[src/rtl/mpadd_sequencer.sv]
// mpadd_sequencer: word-serial multi-precision add/subtract that streams operand words LSW first
// through one shared Ling carry-lookahead adder, chaining the carry in a register.
module mpadd_ling_adder #(
    parameter int WIDTH = 32
) (
    input  logic [WIDTH-1:0] a_i,
    input  logic [WIDTH-1:0] b_i,
    input  logic             cin_i,
    output logic [WIDTH-1:0] sum_o,
    output logic             cout_o
);
    logic [WIDTH-1:0] g, t;
    logic [WIDTH:1]   h;
    logic [WIDTH:0]   c;
    // Ling pseudo-carry h[i+1] = g[i] | t[i-1]&h[i]; real carry recovered as t[i] & h[i+1]
    always_comb begin
        g = a_i & b_i;
        t = a_i | b_i;
        h = '0;
        c = '0;
        c[0] = cin_i;
        for (int i = 0; i < WIDTH; i++) begin
            h[i+1] = g[i] | c[i];
            c[i+1] = t[i] & h[i+1];
        end
    end
    assign sum_o  = a_i ^ b_i ^ c[WIDTH-1:0];
    assign cout_o = c[WIDTH];
endmodule

module mpadd_sequencer #(
    parameter int WIDTH  = 32,
    parameter int NWORDS = 4
) (
    input  logic                    clk_i,
    input  logic                    rst_ni,
    input  logic                    in_valid_i,
    output logic                    in_ready_o,
    input  logic [NWORDS*WIDTH-1:0] in_a_i,
    input  logic [NWORDS*WIDTH-1:0] in_b_i,
    input  logic                    in_sub_i,
    input  logic                    in_cin_i,
    output logic                    out_valid_o,
    input  logic                    out_ready_i,
    output logic [NWORDS*WIDTH-1:0] out_sum_o,
    output logic                    out_cout_o,
    output logic                    out_ovf_o,
    output logic                    busy_o
);
    localparam int N  = NWORDS * WIDTH;
    localparam int CW = NWORDS > 1 ? $clog2(NWORDS) : 1;
    localparam logic [CW-1:0] LAST = CW'(NWORDS - 1);

    typedef enum logic [1:0] {IDLE, RUN, DONE} state_e;

    state_e           state_q, state_d;
    logic [CW-1:0]    cnt_q, cnt_d;
    logic             carry_q, carry_d, sub_q, sub_d, cout_q, cout_d, ovf_q, ovf_d;
    logic [N-1:0]     a_q, a_d, b_q, b_d, sum_q, sum_d;
    logic [WIDTH-1:0] wa, wb, ws;
    logic             wc;

    assign wa = a_q[int'(cnt_q)*WIDTH +: WIDTH];
    assign wb = b_q[int'(cnt_q)*WIDTH +: WIDTH] ^ {WIDTH{sub_q}};

    mpadd_ling_adder #(.WIDTH(WIDTH)) u_add (
        .a_i   (wa),
        .b_i   (wb),
        .cin_i (carry_q),
        .sum_o (ws),
        .cout_o(wc)
    );

    always_comb begin
        state_d = state_q;
        cnt_d   = cnt_q;
        carry_d = carry_q;
        sub_d   = sub_q;
        a_d     = a_q;
        b_d     = b_q;
        sum_d   = sum_q;
        cout_d  = cout_q;
        ovf_d   = ovf_q;
        unique case (state_q)
            IDLE: if (in_valid_i) begin
                a_d     = in_a_i;
                b_d     = in_b_i;
                sub_d   = in_sub_i;
                carry_d = in_sub_i ^ in_cin_i;
                cnt_d   = '0;
                state_d = RUN;
            end
            RUN: begin
                sum_d[int'(cnt_q)*WIDTH +: WIDTH] = ws;
                carry_d = wc;
                if (cnt_q == LAST) begin
                    cout_d  = wc;
                    ovf_d   = (wa[WIDTH-1] == wb[WIDTH-1]) && (ws[WIDTH-1] != wa[WIDTH-1]);
                    state_d = DONE;
                end else begin
                    cnt_d = cnt_q + 1'b1;
                end
            end
            DONE: if (out_ready_i) state_d = IDLE;
            default: state_d = IDLE;
        endcase
    end

    always_ff @(posedge clk_i or negedge rst_ni) begin
        if (!rst_ni) begin
            state_q <= IDLE;
            cnt_q   <= '0;
            carry_q <= 1'b0;
            sub_q   <= 1'b0;
            a_q     <= '0;
            b_q     <= '0;
            sum_q   <= '0;
            cout_q  <= 1'b0;
            ovf_q   <= 1'b0;
        end else begin
            state_q <= state_d;
            cnt_q   <= cnt_d;
            carry_q <= carry_d;
            sub_q   <= sub_d;
            a_q     <= a_d;
            b_q     <= b_d;
            sum_q   <= sum_d;
            cout_q  <= cout_d;
            ovf_q   <= ovf_d;
        end
    end

    assign in_ready_o  = state_q == IDLE;
    assign out_valid_o = state_q == DONE;
    assign busy_o      = state_q != IDLE;
    assign out_sum_o   = sum_q;
    assign out_cout_o  = cout_q;
    assign out_ovf_o   = ovf_q;
endmodule

[config.mk]
export PLATFORM = sky130hd
export DESIGN_NAME = mpadd_sequencer
export DESIGN_NICKNAME = d
export VERILOG_FILES = /design/src/rtl/mpadd_sequencer.sv
export SDC_FILE = /design/constraint.sdc
export NUM_CORES = 1
export LEC_CHECK = 0
export ABC_CLOCK_PERIOD_IN_PS = 17900
export BUFFER_PORTS_ARGS = -buffer_cell sky130_fd_sc_hd__clkbuf_2
export CORE_ASPECT_RATIO = 1.2
export CORE_MARGIN = 3
export CORE_UTILIZATION = 50
export DETAILED_ROUTE_END_ITERATION = 10
export GPL_ROUTABILITY_DRIVEN = 0
export GPL_TIMING_DRIVEN = 0
export PLACE_DENSITY_LB_ADDON = 0.05
export RECOVER_POWER = 50
export SLEW_MARGIN = 20
export SYNTH_ARGS = -nofsm -noshare
export SYNTH_HDL_FRONTEND = slang
export SYNTH_SLANG_ARGS = --single-unit
export TNS_END_PERCENT = 10
[constraint.sdc]
create_clock -name clk_i -period 17.9 [get_ports clk_i]
set_input_delay 0 -clock clk_i [delete_from_list [all_inputs] [get_ports clk_i]]
set_output_delay 0 -clock clk_i [all_outputs]
set_load 0.005 [all_outputs]
After elaboration in Yosys (flattened, before gate mapping)
Cells that the tools add are included.

Input port bits: 262. Output and inout port bits: 133. Register bits after elaboration: 392.

Shift-type cells: 4. Reduce and logical (&&, ||, !) cells: 9. Mux-type cells: 10. Bitwise logic cells: 70. Add/subtract/negate cells: 2. Equality and inequality tests: 9.

Operators with widths (number): variable part select 128 x 8 -> 32 bit (2); bitwise mux 128 bit (1); variable shift 32 x 33 -> 128 bit, first input constant (1); variable part select 32 x 33 -> 128 bit (1); XOR 32 bit (3); negator 7 -> 33 bit (1); bitwise AND 1 bit (32); bitwise AND 32 bit (1); OR 1 bit (32); OR 32 bit (1); two-way mux 2 bit (5); inequality test 2 bit, second input constant (3); one-hot mux 2 bit (3 select lines) (1); AND reduction 2 bit (3); AND reduction 3 bit (2); == test 2 bit, second input constant (2); one-hot mux 2 bit (2 select lines) (1); nonzero test 2 bit (2); adder 2 x 1 -> 2 bit, second input constant (1); == test 2 x 1 -> 1 bit, second input constant (1); zero test 2 bit (1); inequality test 2 x 1 -> 1 bit, second input constant (1); one-hot mux 1 bit (2 select lines) (1); == test 1 bit (1); 4 further kinds (4).

Logic depth before layout (Yosys ltp)
Word-level depth: 68. Depth in mapped cells: 42.

By module
From an unflattened synthesis, not the netlist that was laid out.

Cell total of the unflattened synthesis: 1037. Area, all modules: 16957.5 sq um.

Modules (own cells, without submodules): mpadd_sequencer (instances 1, area an instance 16260.6 sq um, cells an instance 990); mpadd_ling_adder (instances 1, area an instance 696.9 sq um, cells an instance 47).

Least setup slack after synthesis
No wires, ideal clock.

Kind: reg2reg. Start point: register cnt_q[0]. End point: register ovf_q, in the netlist out_ovf_o. Cell stages (with the launch flop): 43. Arrival: 13804 ps. Path slack: 4001 ps. Setup time: 95 ps. Period minus slack after synthesis: 13899 ps. Buffers on the path: 3. Cell sequence: dfrtp_1 -> buf_2 -> buf_2 -> buf_4 -> mux4_2 -> fa_1 -> inv_1 -> fa_1 -> inv_1 -> fa_1 -> fa_1 -> fa_1 -> fa_1 -> fa_1 -> fa_1 -> fa_1 -> fa_1 -> fa_1 -> (+7 left out) -> fa_1 -> fa_1 -> fa_1 -> fa_1 -> fa_1 -> fa_1 -> fa_1 -> fa_1 -> fa_1 -> fa_1 -> fa_1 -> fa_1 -> inv_1 -> fa_1 -> fa_1 -> inv_1 -> xnor2_1 -> o31ai_1.

Cells in the longest elaborated chain, start to end: 68.

Ends and longest elaborated chain: start: declaration (RTL line 57) `logic [CW-1:0] cnt_q, cnt_d;`; start signal: assignment (RTL line 122) `cnt_q <= cnt_d;`; variable part select 128 x 8 -> 32 bit (RTL line 64) `assign wb = b_q[int'(cnt_q)*WIDTH +: WIDTH] ^ {WIDTH{sub_q}};`; XOR 32 bit (RTL line 64); bitwise AND 32 bit (RTL line 17) `g = a_i & b_i;`; OR 1 bit (RTL line 23) `h[i+1] = g[i] | c[i];`; bitwise AND 1 bit (RTL line 24) `c[i+1] = t[i] & h[i+1];`; OR 1 bit (RTL line 23); bitwise AND 1 bit (RTL line 24); OR 1 bit (RTL line 23); (+52 left out); bitwise AND 1 bit (RTL line 24); OR 1 bit (RTL line 23); bitwise AND 1 bit (RTL line 24); OR 1 bit (RTL line 23); bitwise AND 1 bit (RTL line 24); XOR 32 bit (RTL line 27) `assign sum_o = a_i ^ b_i ^ c[WIDTH-1:0];`; inequality test 1 bit (RTL line 98) `ovf_d = (wa[WIDTH-1] == wb[WIDTH-1]) && (ws[WIDTH-1] != wa[WIDTH-1]);`; logical AND 1 bit (RTL line 98); end signal: assignment (RTL line 129) `ovf_q <= ovf_d;`; end: declaration (RTL line 58) `logic carry_q, carry_d, sub_q, sub_d, cout_q, cout_d, ovf_q, ovf_d;`.

Several ways; a longest one is shown, not always the timed one. A chain may end at the register's enable or synchronous reset.

Worst setup path in the final report
Same ends and word-level chain as after synthesis.

==> results.cfg <==
[clock_network]
clk_pin_slew_ns = 0.06
numCtsBuffers = 41
clk_path_buf_depth = 3
root_buffer = clkbuf_16
clock_sinks = 392
cts-resized-gates = 0
clkLatencyLatePin_ns = 0.55
cts_tree = done
htree_levels = 2

[timing]
setup_violations = 0
period_minus_slack_ns = 15.27
hold_ws_ns = 0.220
final-hold-violation-count = 0
maxSlewHeadroom_pct = -206
rsz0062_at_grt = no
timing.final.crit_share_pct = 85.3
skew_ns = 0.0158
tns_ns = 0
worst_pin_slew_ns = 4.59
slew_viol_final = 400
max_freq_mhz = 65.5

[detailed_routing]
wl_per_cell_um = 22.8
dr.pass1.iters = 4
drtIter0Drc = 627
vias = 12000
route.met2.wl_um = 25700
vias_per_cell = 5.38
dr_wl_met3_um = 2690
drt-total-wl_um = 50700
ant_nets = 0
wl_met1_um = 20900
routed.top_layer = met4
remaining_drc_errors = 0

[logic_synthesis]
syn-cell-area_um2 = 17000
ys_seq_area_share_pct = 57.8
ys.flop_type = dfrtp_1
synth_top_area_share_pct = 57.8
synth_edf_count = 0
yosys_warnings = 0
synth_cells = 1031
synth_area_leaders = dfrtp_1, mux2_2, mux4_2
syn_area_per_cell_um2 = 16.5
synth_seq_cells = 392
synth_cell_type_count = 36
synth_fp_nets = 1332
synthArstFlopShare_pct = 100
post-synth-top-area-cell = dfrtp_1

[die]
die-area_um2 = 36200
io_pins = 395
initial_core_util_pct = 50.9
coreArea_um2 = 33300
die_h_um = 208
rows = 73
die_w_um = 174

[outcome]
status = finished with violations
violations = max-capacitance violations, max-slew violations

[worst_setup_path]
cp-start-kind = flip-flop
cp_num_buf_inv = 7
required_ns = 18.35
slowest_delay_ns = 0.55
crit_top_cell = fa_1
worstPathMaxFanout = 10
cp.arrival_ns = 15.73
crit_family = adder cells
rrSetupSlack_ns = 2.63
critical_path_class = reg2reg
slowest_stage = mux4_2
endpoint_kind = flip-flop

[global_route]
antenna_found_initial = 8
grt_usage_pct = 28.2
grt_pass1_wl_um = 78400
grt_overflow = 0
first_global_vias = 13400
grt_max_degree = 91

[cells_and_area]
design_area_um2 = 23500
drive_gt1_share_pct = 44.5
final_util_pct = 70.4
syn_to_final_growth_pct = 38.3
nNetsFinal = 2034

[power_and_ir_drop]
p_leak_nw = 10.8
ir_drop_v = 0.000128
cellPowerDensity_nw_per_um2 = 216

[placed_design]
dp_hpwl_um = 35900
portBuffers = 394
placed_area_um2 = 19600

[worst_hold_path]
worstHoldPathType = in2reg

[job]
max_cap_viol_count = 5
[metrics by stage]
stage          setup slack (ns)  std cells  power, mW
5_1_grt                    2.11       2223       5.38
6_report                   2.63       2223       5.06
2_1_floorplan              4.00       1031       3.17
3_3_place_gp               2.75       1875       4.08
3_5_place_dp               2.66       1879       4.15
4_1_cts                    2.65       2215       5.09
[report_power, final]
part | internal, mW | switching (mW) | leakage (nW) | total [mW]
sequential | 1.29 | 0.223 | 4.86 | 1.51
clock | 0.536 | 0.348 | 0.692 | 0.884
combinational | 1.22 | 1.45 | 5.26 | 2.67
total | 3.04 | 2.02 | 10.8 | 5.06
[Yosys cell counts (2+ instances only)]
master,number
inv_1,12
ha_1,7
buf_2,32
xor2_1,30
a21o_1,2
a22o_1,120
mux2_2,258
clkbuf_1,7
dfrtp_1,392
nor3_1,2
nand3b_1,2
fa_1,32
nand2b_1,2
xnor2_1,4
nand2_1,8
o2bb2ai_1,6
mux4_2,64
buf_4,25
buf_1,5
o21ai_0,3
mux2i_1,2
nor2_1,2
[repair_timing]
item	in CTS	in global routing
hold endpoints to repair	386	0
buffers inserted	0	0
hold buffers	261	0
[sequential cells by signal, indices dropped and copies added (netlist names)]
name	flops
b_q	128
out_ovf_o	1
carry_q	1
sub_q	1
state_q	2
out_sum_o	128
cnt_q	2
a_q	128
out_cout_o	1
[layer usage]
layer | vias up | track usage [%]
met1 | 6196 | 36.2
li1 | 5266 | -
met2 | 411 | 48.5
met3 | 89 | 5.54
met5 | - | 0
met4 | 0 | 8.85
[layout by cell type, fill, tap and decap left out, types with 2 or more instances in the layout]
cell,synthesis,final
ha_1,7,7
bufinv_16,0,4
dlygate4sd3_1,0,260
clkinv_2,0,6
nand3b_1,2,2
nor2_1,2,2
fa_1,32,32
mux2_2,258,258
nor3_1,2,2
clkbuf_1,7,79
xnor2_1,4,4
nand2b_1,2,2
clkbuf_2,1,339
a21o_1,2,2
clkbuf_8,0,9
buf_2,32,32
nand2_1,8,8
o21ai_0,3,3
clkbuf_16,0,43
buf_1,5,5
mux4_2,64,64
a22o_1,120,120
buf_4,25,25
o2bb2ai_1,6,6
inv_1,12,12
xor2_1,30,30
mux2i_1,2,2
diode_2,0,8
nor3b_1,1,2
dfrtp_1,392,392
[kinds of logic after synthesis]
group           synth area share [%]
buf+inv                         2.68
xor+xnor                        1.75
mux                             25.7
flops                           57.8
compound gates                  6.72
simple gates                    1.05
fa+ha+maj                       4.29
[layout make-up]
class	count	area, um2
Inverter	12	45.0
Multi-Input combinational cell	556	6700
Sequential cell	392	9810
Clock inverter	12	166
Timing Repair Buffer	659	4520
Antenna cell	8	20.0
Buffer	71	409
Fill cell	2357	9860
Tap cell	450	563
Clock buffer	63	1240
[worst register-to-register path, delay by kind of cell (launching register included)]
family | cells | cell delay [ns]
fa+ha+maj | 32 | 12.58
compound gates | 1 | 0.18
buf+inv | 7 | 1.37
flops | 1 | 0.40
mux | 1 | 0.55
xor+xnor | 1 | 0.11
[path summary, 6_finish.rpt]
path	endpoint	startpoint	cells after the start
hold reg to reg	out_ovf_o	out_ovf_o	2
hold / removal	state_q[0]	in_valid_i	5
setup reg to reg	out_ovf_o	cnt_q[0]	42
max in group asynchronous	a_q[115]	rst_ni	5
min in group asynchronous	out_sum_o[102]	rst_ni	3
setup / recovery	out_ovf_o	cnt_q[0]	42
No activity file was read; power rests on OpenSTA's default activity.
